--- src/rtl/riscv_fetch_unit_if.sv ---
`default_nettype none
// ============================================================================
// Module      : riscv_fetch_unit_if
// Description : Instruction-memory request/response bus between the fetch
//               unit (master) and instruction memory (slave). Single
//               outstanding request, address held until ack.
// Revision    : 1.0 - initial release
// ============================================================================
interface riscv_fetch_unit_if #(
    parameter int XLEN = 32
) ();
    logic            o_fetch_imem_req;
    logic [XLEN-1:0] o_fetch_imem_addr;
    logic            i_fetch_imem_ack;
    logic [XLEN-1:0] i_fetch_imem_rdata;

    modport master (
        output o_fetch_imem_req,
        output o_fetch_imem_addr,
        input  i_fetch_imem_ack,
        input  i_fetch_imem_rdata
    );

    modport slave (
        input  o_fetch_imem_req,
        input  o_fetch_imem_addr,
        output i_fetch_imem_ack,
        output i_fetch_imem_rdata
    );
endinterface
`default_nettype wire

--- src/rtl/riscv_fetch_unit.sv ---
`default_nettype none
// ============================================================================
// Module      : riscv_fetch_unit
// Description : RV32I instruction-fetch stage. Owns the PC, issues one
//               outstanding request at a time, presents {instr, pc, pcplus4}
//               to the fetch/decode register, honours stalls and redirects,
//               and drives a NOP bubble when nothing valid is available.
//               Optional feature macro: RISCV_FETCH_MISALIGN_EN (misaligned
//               redirect trap state instead of forcing target alignment).
// Revision    : 1.0 - initial release
// ============================================================================
module riscv_fetch_unit #(
    parameter int              XLEN      = 32,
    parameter logic [XLEN-1:0] RESET_PC  = 32'h0000_0000,
    parameter logic [XLEN-1:0] NOP_INSTR = 32'h0000_0013
) (
    input  wire logic            i_clk,
    input  wire logic            i_rst,
    riscv_fetch_unit_if.master   imem,
    input  wire logic            i_fetch_stall,
    input  wire logic            i_fetch_redirect,
    input  wire logic [XLEN-1:0] i_fetch_redirect_pc,
    output logic                 o_fetch_valid,
    output logic [XLEN-1:0]      o_fetch_instr,
    output logic [XLEN-1:0]      o_fetch_pc,
    output logic [XLEN-1:0]      o_fetch_pcplus4,
    output logic                 o_fetch_misaligned
);

    localparam logic [XLEN-1:0] c_step       = XLEN'(4);
    localparam logic [XLEN-1:0] c_align_mask = XLEN'(3);

`ifdef RISCV_FETCH_MISALIGN_EN
    typedef enum logic [2:0] {
        S_IDLE  = 3'd0,
        S_FETCH = 3'd1,
        S_HOLD  = 3'd2,
        S_DRAIN = 3'd3,
        S_ERR   = 3'd4
    } state_t;
`else
    typedef enum logic [1:0] {
        S_IDLE  = 2'd0,
        S_FETCH = 2'd1,
        S_HOLD  = 2'd2,
        S_DRAIN = 2'd3
    } state_t;
`endif

    state_t          r_state;
    logic [XLEN-1:0] r_pc;          // next PC to fetch / PC being presented
    logic [XLEN-1:0] r_addr;        // address of the outstanding request
    logic [XLEN-1:0] r_hold_instr;  // instruction parked while stalled

    logic [XLEN-1:0] w_target;
    logic [XLEN-1:0] w_pc_plus4;
    logic [XLEN-1:0] w_drain_pc;
    state_t          w_target_state;
    state_t          w_drain_state;
    logic            w_fetch_hit;
    logic            w_hold_out;

    assign w_pc_plus4 = r_pc + c_step;

    // When the pending drain ack lands, a same-cycle redirect supersedes r_pc.
    assign w_drain_pc = i_fetch_redirect ? w_target : r_pc;

`ifdef RISCV_FETCH_MISALIGN_EN
    assign w_target       = i_fetch_redirect_pc;
    assign w_target_state = (w_target[1:0] != 2'b00) ? S_ERR : S_FETCH;
    assign w_drain_state  = (w_drain_pc[1:0] != 2'b00) ? S_ERR : S_FETCH;
`else
    // Without the trap, a misaligned target is silently word-aligned.
    assign w_target       = i_fetch_redirect_pc & ~c_align_mask;
    assign w_target_state = S_FETCH;
    assign w_drain_state  = S_FETCH;
`endif

    // FSM: PC, request address, held instruction and state advance together.
    always_ff @(posedge i_clk or posedge i_rst) begin
        if (i_rst) begin
            r_state      <= S_IDLE;
            r_pc         <= RESET_PC;
            r_addr       <= RESET_PC;
            r_hold_instr <= NOP_INSTR;
        end else begin
            case (r_state)
                S_IDLE: begin
                    if (i_fetch_redirect) begin
                        r_pc    <= w_target;
                        r_addr  <= w_target;
                        r_state <= w_target_state;
                    end else begin
                        r_addr  <= r_pc;
                        r_state <= S_FETCH;
                    end
                end
                S_FETCH: begin
                    if (i_fetch_redirect) begin
                        r_pc <= w_target;
                        if (imem.i_fetch_imem_ack) begin
                            // Returned word belongs to the squashed path.
                            r_addr  <= w_target;
                            r_state <= w_target_state;
                        end else begin
                            // Request in flight: keep r_addr until it completes.
                            r_state <= S_DRAIN;
                        end
                    end else if (imem.i_fetch_imem_ack) begin
                        if (i_fetch_stall) begin
                            r_hold_instr <= imem.i_fetch_imem_rdata;
                            r_state      <= S_HOLD;
                        end else begin
                            r_pc   <= w_pc_plus4;
                            r_addr <= w_pc_plus4;
                        end
                    end
                end
                S_HOLD: begin
                    if (i_fetch_redirect) begin
                        r_pc    <= w_target;
                        r_addr  <= w_target;
                        r_state <= w_target_state;
                    end else if (!i_fetch_stall) begin
                        r_pc    <= w_pc_plus4;
                        r_addr  <= w_pc_plus4;
                        r_state <= S_FETCH;
                    end
                end
                S_DRAIN: begin
                    if (i_fetch_redirect) begin
                        r_pc <= w_target;
                    end
                    if (imem.i_fetch_imem_ack) begin
                        r_addr  <= w_drain_pc;
                        r_state <= w_drain_state;
                    end
                end
`ifdef RISCV_FETCH_MISALIGN_EN
                S_ERR: begin
                    if (i_fetch_redirect) begin
                        r_pc    <= w_target;
                        r_addr  <= w_target;
                        r_state <= w_target_state;
                    end
                end
`endif
                default: begin
                    r_state <= S_IDLE;
                end
            endcase
        end
    end

    // Request is a pure decode of the state register, so reset drops it at once.
    assign imem.o_fetch_imem_req  = (r_state == S_FETCH) || (r_state == S_DRAIN);
    assign imem.o_fetch_imem_addr = r_addr;

    // Zero-latency path: an acked word is presented in the same cycle.
    assign w_fetch_hit = (r_state == S_FETCH) && imem.i_fetch_imem_ack && !i_fetch_redirect;
    assign w_hold_out  = (r_state == S_HOLD) && !i_fetch_redirect;

    assign o_fetch_valid   = w_fetch_hit || w_hold_out;
    assign o_fetch_instr   = w_fetch_hit ? imem.i_fetch_imem_rdata :
                             w_hold_out  ? r_hold_instr : NOP_INSTR;
    assign o_fetch_pc      = r_pc;
    assign o_fetch_pcplus4 = w_pc_plus4;

`ifdef RISCV_FETCH_MISALIGN_EN
    assign o_fetch_misaligned = (r_state == S_ERR);
`else
    assign o_fetch_misaligned = 1'b0;
`endif

endmodule
`default_nettype wire

--- src/flat_wrapper.sv ---
// flat-port wrapper written by rule: the top's interface ports become plain ports
module riscv_fetch_unit_flat 
#(
    parameter int              XLEN      = 32,
    parameter logic [XLEN-1:0] RESET_PC  = 32'h0000_0000,
    parameter logic [XLEN-1:0] NOP_INSTR = 32'h0000_0013
)
  (i_clk, i_rst, i_fetch_stall, i_fetch_redirect, i_fetch_redirect_pc, o_fetch_valid, o_fetch_instr, o_fetch_pc, o_fetch_pcplus4, o_fetch_misaligned, imem_o_fetch_imem_req, imem_o_fetch_imem_addr, imem_i_fetch_imem_ack, imem_i_fetch_imem_rdata);
  riscv_fetch_unit_if #(.XLEN(XLEN)) imem_i ();
  input  wire logic i_clk;
  input  wire logic i_rst;
  input  wire logic i_fetch_stall;
  input  wire logic i_fetch_redirect;
  input  wire logic [XLEN-1:0] i_fetch_redirect_pc;
  output logic o_fetch_valid;
  output logic [XLEN-1:0] o_fetch_instr;
  output logic [XLEN-1:0] o_fetch_pc;
  output logic [XLEN-1:0] o_fetch_pcplus4;
  output logic o_fetch_misaligned;
  output wire logic [$bits(imem_i.o_fetch_imem_req)-1:0] imem_o_fetch_imem_req;
  output wire logic [$bits(imem_i.o_fetch_imem_addr)-1:0] imem_o_fetch_imem_addr;
  input wire logic [$bits(imem_i.i_fetch_imem_ack)-1:0] imem_i_fetch_imem_ack;
  input wire logic [$bits(imem_i.i_fetch_imem_rdata)-1:0] imem_i_fetch_imem_rdata;
  assign imem_o_fetch_imem_req = imem_i.o_fetch_imem_req;
  assign imem_o_fetch_imem_addr = imem_i.o_fetch_imem_addr;
  assign imem_i.i_fetch_imem_ack = imem_i_fetch_imem_ack;
  assign imem_i.i_fetch_imem_rdata = imem_i_fetch_imem_rdata;
  riscv_fetch_unit #(.XLEN(XLEN), .RESET_PC(RESET_PC), .NOP_INSTR(NOP_INSTR)) u_core (.i_clk(i_clk), .i_rst(i_rst), .imem(imem_i), .i_fetch_stall(i_fetch_stall), .i_fetch_redirect(i_fetch_redirect), .i_fetch_redirect_pc(i_fetch_redirect_pc), .o_fetch_valid(o_fetch_valid), .o_fetch_instr(o_fetch_instr), .o_fetch_pc(o_fetch_pc), .o_fetch_pcplus4(o_fetch_pcplus4), .o_fetch_misaligned(o_fetch_misaligned));
endmodule
--- config.mk ---
export PLATFORM = sky130hd
export DESIGN_NAME = riscv_fetch_unit_flat
export DESIGN_NICKNAME = d
export VERILOG_FILES = /design/src/rtl/riscv_fetch_unit_if.sv /design/src/rtl/riscv_fetch_unit.sv /design/src/flat_wrapper.sv
export SDC_FILE = /design/constraint.sdc
export NUM_CORES = 1
export LEC_CHECK = 0
export CAP_MARGIN = 5
export CELL_PAD_IN_SITES_DETAIL_PLACEMENT = 0
export CELL_PAD_IN_SITES_GLOBAL_PLACEMENT = 1
export CORE_UTILIZATION = 34
export CTS_CLUSTER_DIAMETER = 100
export DETAILED_ROUTE_END_ITERATION = 8
export PLACE_DENSITY = 0.78
export SLEW_MARGIN = 20
export SYNTH_ARGS = -nofsm -noshare
export SYNTH_HDL_FRONTEND = slang
export SYNTH_SLANG_ARGS = --single-unit
--- constraint.sdc ---
create_clock -name i_clk -period 3.74 [get_ports i_clk]
set_input_delay 0.935 -clock i_clk [delete_from_list [all_inputs] [get_ports i_clk]]
set_output_delay 0.935 -clock i_clk [all_outputs]
set_load 0.01 [all_outputs]
Word level (Yosys, flattened, before mapping) --
Index checks and enable logic that the tools add are counted.
Cells by class: add/subtract/negate cells 1, $mul 0, div/mod/pow operators 0, magnitude comparators 0, equality and inequality tests 8, shift operators 0, muxes and demuxes 23, bitwise operators 1, reduce and logical (&&, ||, !) cells 11
Operator list (count):
- 32-bit two-way mux | 13
- 32-bit one-hot mux with 4 select lines | 1
- 32-bit one-hot mux with 3 select lines | 1
- 32-bit by 3-bit adder with 32-bit output, second input constant | 1
- 2-bit two-way mux | 7
- 3-bit inequality test, second input constant | 3
- 2-bit one-hot mux with 4 select lines | 1
- 4-bit AND reduction | 2
- 2-bit == test, second input constant | 2
- 2-bit inequality test, second input constant | 2
- 1-bit logical AND | 3
- 2-bit by 1-bit == test with 1-bit output, second input constant | 1
- 2-bit zero test | 1
- 1-bit logical OR | 2
- 2-bit AND reduction | 1
- 2-bit OR reduction | 1
- 1-bit zero test | 1
- 1-bit inverter | 1
Word-level totals: flip-flop bits (word level) 98, bits in latches 0, RAM bits 0, bits in read-only memories 0, memories kept 0

Logic depth before layout (Yosys ltp) --
depth in word-level cells 5, gate-level depth with buffers 10

Least setup slack after synthesis --
Ideal clock, no wire load.
path type reg2out, start reg u_core.r_pc[3] (netlist: u_core.o_fetch_pc[3]), end out o_fetch_pcplus4[16], arrival 1930 ps, required time 2805 ps, slack 875 ps, stages on the path, launching flop included 7, cells stage by stage dfrtp_1 -> ha_1 -> nand3_1 -> nor3_1 -> buf_2 -> and3_1 -> xor2_1
On the way: word-level cells in the longest chain between the ends 1
RTL lines:
- from (decl) | RTL line riscv_fetch_unit.sv:51 | logic [XLEN-1:0] r_pc;
- from (signal assigned) | RTL line riscv_fetch_unit.sv:90 | r_pc <= w_target;
- from (signal assigned) | RTL line riscv_fetch_unit.sv:100 | r_pc <= w_target;
- from (signal assigned) | RTL line riscv_fetch_unit.sv:114 | r_pc <= w_pc_plus4;
- 32-bit by 3-bit adder with 32-bit output | RTL line riscv_fetch_unit.sv:63 | assign w_pc_plus4 = r_pc + c_step;
- to (decl) | RTL line flat_wrapper.sv:18 | output logic [XLEN-1:0] o_fetch_pcplus4;
No other way between the ends.

Final worst setup path --
start reg u_core.r_pc[11] (netlist: u_core.o_fetch_pc[11]), end out o_fetch_pcplus4[19]
Same word-level chain as after synthesis.

==> results.txt <==
The remaining global-route overflow is 0. The worst setup timing slack at the placement stage came out at between 200 and 250 ps. The ratio of total power to cell area is 612 nW/µm². The height of the chip is 135 µm.

The analysis attributes to net switching a power of ~0.0020 W. The clock network power share came out at 19.2%. The cell area after placement came out at 8320 µm². The post-synthesis cell type count is 56.

The post-detailed-placement half-perimeter wirelength is 14200 µm. The switching power as a share of total power came out at between 30% and 40%. In the finished design, the share of the clock period the worst path needs comes to between 90 and 100%. The total power draw came out at 0.00533 W.

The via density per instance is between 5 and 6. The path category of the worst min-delay check is register to register. The worst-path maximum fanout is 6. The detailed router finished its first iteration with 249 violations. The total wirelength of the detailed-routed design is 19600 µm. The achievable clock frequency came out at 281 MHz.

The number of synthesized register bits is 98. The actual transition at the worst max-transition pin came out at 830 ps. The routed layout has between 5000 and 6000 vias. The share of async-settable or async-resettable flops after synthesis came out at 100%. TritonCTS built the clock tree. The number of global-route vias before repair is 5431. The total placed cells including tap cells came out at 1082. Of the total power, registers draw around a third. The worst clock skew is about 8.8 ps. The data arrival time of the critical path is about 2600 ps. The number of iterations in the first detailed-routing pass is 5. The CTS H-tree depth is 3. After clock tree synthesis, the clock-pin slew on the worst setup and hold paths is 70 ps.

The total negative setup slack is 0 ps. For this run, design rule violations remaining after detail routing come to 0. The share of cells above drive strength 1 came out at 15.6%.

The top-level port count is 200. The area of the die came out at between 15000 and 20000 µm². The combinational group share of total power is 47.7%. The area added between synthesis and finish is 46.1%. The total clock buffers created by CTS came out at 9.

The starting density of the core is 34.6%. The die boundary width is approximately 130 µm. Synthesis handed over a netlist of 681 instances. The placeable core area came out at 17200 µm².

For the worst setup path, the data required time is 2800 ps. Setup repair after global routing left no endpoint under its margin. The number of nets in the layout is 946. The minimum clock period is 3560 ps. The run finished with clean final reports.

The weighted congestion at the end of routability-driven global placement is approximately 0.85. Setup violations remaining at the end of the flow were counted as 0. The worst setup path is captured at a primary output. Summing all non-filler instances in the final layout gives an area of 8720 µm².

The number of placement rows came out at 48. The average cell area after synthesis came out at roughly 8.8 µm². The pin count of the biggest net entering global routing is 41. The overall fraction of global-route tracks in use is 21.9%. The buffer depth of the longest clock path came out at 2.

The count of buffers from port buffering came out at 196. The synthesized design devotes to its leading area cell type 39.8% of total area. The routed length per instance came out at 17.7 µm. The maximum ir drop on the vdd rail is 0.000302 V. The worst setup margin came out at 182 ps. STA classifies the critical path startpoint as a register. Counting flops with a built-in enable in the synthesized netlist gives 0. The first-pass GRT wire length is slightly above 30000 µm.

The final count of hold timing violations came to 0. Ranked by total cell area, the synthesized netlist is headed by sky130_fd_sc_hd__dfrtp_1, sky130_fd_sc_hd__mux2_2, sky130_fd_sc_hd__nand2_1, sky130_fd_sc_hd__xor2_1, sky130_fd_sc_hd__xnor2_1. For this design, the sink count on the clock tree is 98. The number of antenna violations at the first check in global routing is 0. The layout filler cell count came out at 1631.

After synthesis the cells add up to 5970 µm². The setup path with the least slack is of type register to primary output. Among all flip-flop cells after synthesis, the most frequent one is sky130_fd_sc_hd__dfrtp_1. For this design, the CTS-stage hold fixing added 0 buffers. The antenna diode count came out at 0.

Yosys printed 0 warnings. The cell sitting at the root of the clock tree is a sky130_fd_sc_hd__clkbuf_16. The static leakage power came out at 3.53 nW.

The number of max-cap violations came out at 0. The remaining number of nets flagged by the antenna check after routing came out at 0. The source-to-sink clock delay at the later pin of the worst-skew pair is 350 ps. Of all cell types, the one taking the most synthesized area is sky130_fd_sc_hd__dfrtp_1.

The cell-internal power is 0.00338 W. The number of slew-limit violations in the final report is 0. The final cell count without fillers came out at ~1100.

The net count of the mapped netlist is 754. Measured against its own limit, the worst slew margin works out to approximately 45%. The sequential cell area fraction in the yosys report is 41.1%.
critical path: stages, from the launching register on:
cell,delay [ps]
sky130_fd_sc_hd__dfrtp_1,490
sky130_fd_sc_hd__nand4_2,220
sky130_fd_sc_hd__or4_4,580
sky130_fd_sc_hd__buf_4,190
sky130_fd_sc_hd__nor2_1,110
sky130_fd_sc_hd__xor2_1,150
sky130_fd_sc_hd__clkdlybuf4s50_1,550
cell usage after synthesis (all sizes together), types with 2 or more instances:
cell type,n
buf,27
o221ai,5
o22ai,2
a221oi,7
nand2,120
nand2b,3
o31ai,5
a31oi,2
and2,2
nand4,16
xor2,36
nor2b,8
o21ai,30
clkbuf,33
or3,6
inv,11
or4,5
a21oi,15
a21boi,3
nor4,13
ha,4
dfstp,3
nand3,51
xnor2,35
o21a,3
dfrtp,95
or2,3
nor3,20
and4,2
mux2,44
and3,4
nor2,51
mux2i,4
through the flow:
stage	hold WS, ps	utilization, %
2_1_floorplan	479	-
3_3_place_gp	465	48.3
3_5_place_dp	473	48.3
4_1_cts	489	50.2
5_1_grt	502	50.6
6_report	484	50.6
cell usage in the layout, fill, tap and decap left out, types with 9 or more instances in the layout:
master and count:
sky130_fd_sc_hd__xnor2_1 34, sky130_fd_sc_hd__o21ai_0 28, sky130_fd_sc_hd__mux2_2 44, sky130_fd_sc_hd__nand2_1 120
sky130_fd_sc_hd__nor3_1 20, sky130_fd_sc_hd__inv_1 9, sky130_fd_sc_hd__nand3_1 51, sky130_fd_sc_hd__a21oi_1 15
sky130_fd_sc_hd__clkdlybuf4s50_1 194, sky130_fd_sc_hd__clkbuf_16 9, sky130_fd_sc_hd__xor2_1 36, sky130_fd_sc_hd__nand4_1 13
sky130_fd_sc_hd__dfrtp_1 89, sky130_fd_sc_hd__nor2_1 51, sky130_fd_sc_hd__buf_4 40
worst paths after layout:
| kind | cells past startpoint | slack, ps | from | end |
|---|---|---|---|---|
| max | 6 | 180 | u_core.o_fetch_pc[11]$_DFFE_PP0P_ | o_fetch_pcplus4[19] |
| min | 2 | 480 | u_core.imem.o_fetch_imem_addr[10]$_DFFE_PP0P_ | u_core.imem.o_fetch_imem_addr[10]$_DFFE_PP0P_ |
| max reg2reg | 7 | 1000 | u_core.r_state[0]$_DFFE_PP0P_ | u_core.imem.o_fetch_imem_addr[23]$_DFFE_PP0P_ |
| min reg2reg | 2 | 480 | u_core.imem.o_fetch_imem_addr[10]$_DFFE_PP0P_ | u_core.imem.o_fetch_imem_addr[10]$_DFFE_PP0P_ |
| max in group asynchronous | 3 | 2020 | i_rst | u_core.r_hold_instr[17]$_DFFE_PP0P_ |
| min in group asynchronous | 2 | 980 | i_rst | u_core.r_hold_instr[24]$_DFFE_PP0P_ |
layer usage:
metal / global-route usage [%] / vias up / part of all wire, %
met3: 4.47 / 30 / 5.7
met4: 8.24 / 0 / 2.5
met1: 30.7 / 2716 / 46
met5: 0 / - / 0
met2: 33.3 / 189 / 46
li1: - / 2727 / -
power by group through the flow:
stage | clock network, W | logic, W | registers [W]
2_1_floorplan | 0 | 0.00122 | 0.00180
3_3_place_gp | 0 | 0.00252 | 0.00176
3_5_place_dp | 0 | 0.00254 | 0.00178
4_1_cts | 0.00105 | 0.00255 | 0.00177
5_1_grt | 0.00109 | 0.00275 | 0.00182
6_report | 0.00102 | 0.00254 | 0.00177
timing repair:
item                                    CTS  global route
pin swaps                                 0             1
endpoints found under the setup margin    3             9
resized for setup                         3            12
buffers inserted                          0             5
cloned                                    0             0
area by class of cell:
class / count / area, µm² / area share [%]
clock buffer: 10 / 229 / 2.62
clock inverter: 6 / 90.1 / 1.03
inverter: 11 / 43.8 / 0.502
multi-input combinational: 512 / 3260 / 37.3
sequential: 98 / 2460 / 28.2
tap: 225 / 282 / 3.23
timing repair buffer: 241 / 2360 / 27.1
sequential cells by signal, summed over array words and instances (netlist names):
register	flops
u_core.r_state	2
u_core.o_fetch_pc	32
u_core.imem.o_fetch_imem_addr	32
u_core.r_hold_instr	32
logic make-up after synthesis:
logic type                 after synthesis  synth area share (%)
muxes                                   48                  8.97
other                                    1                0.0628
adders and majority gates                4                 0.838
and+or+nand+nor                        308                  24.9
buffers and inverters                   71                  4.99
AOI/OAI and AO/OA                       80                  8.64
DFF                                     98                  41.1
xor gates and xnor gates                71                  10.4
No activity file was read; power rests on OpenSTA's default activity.
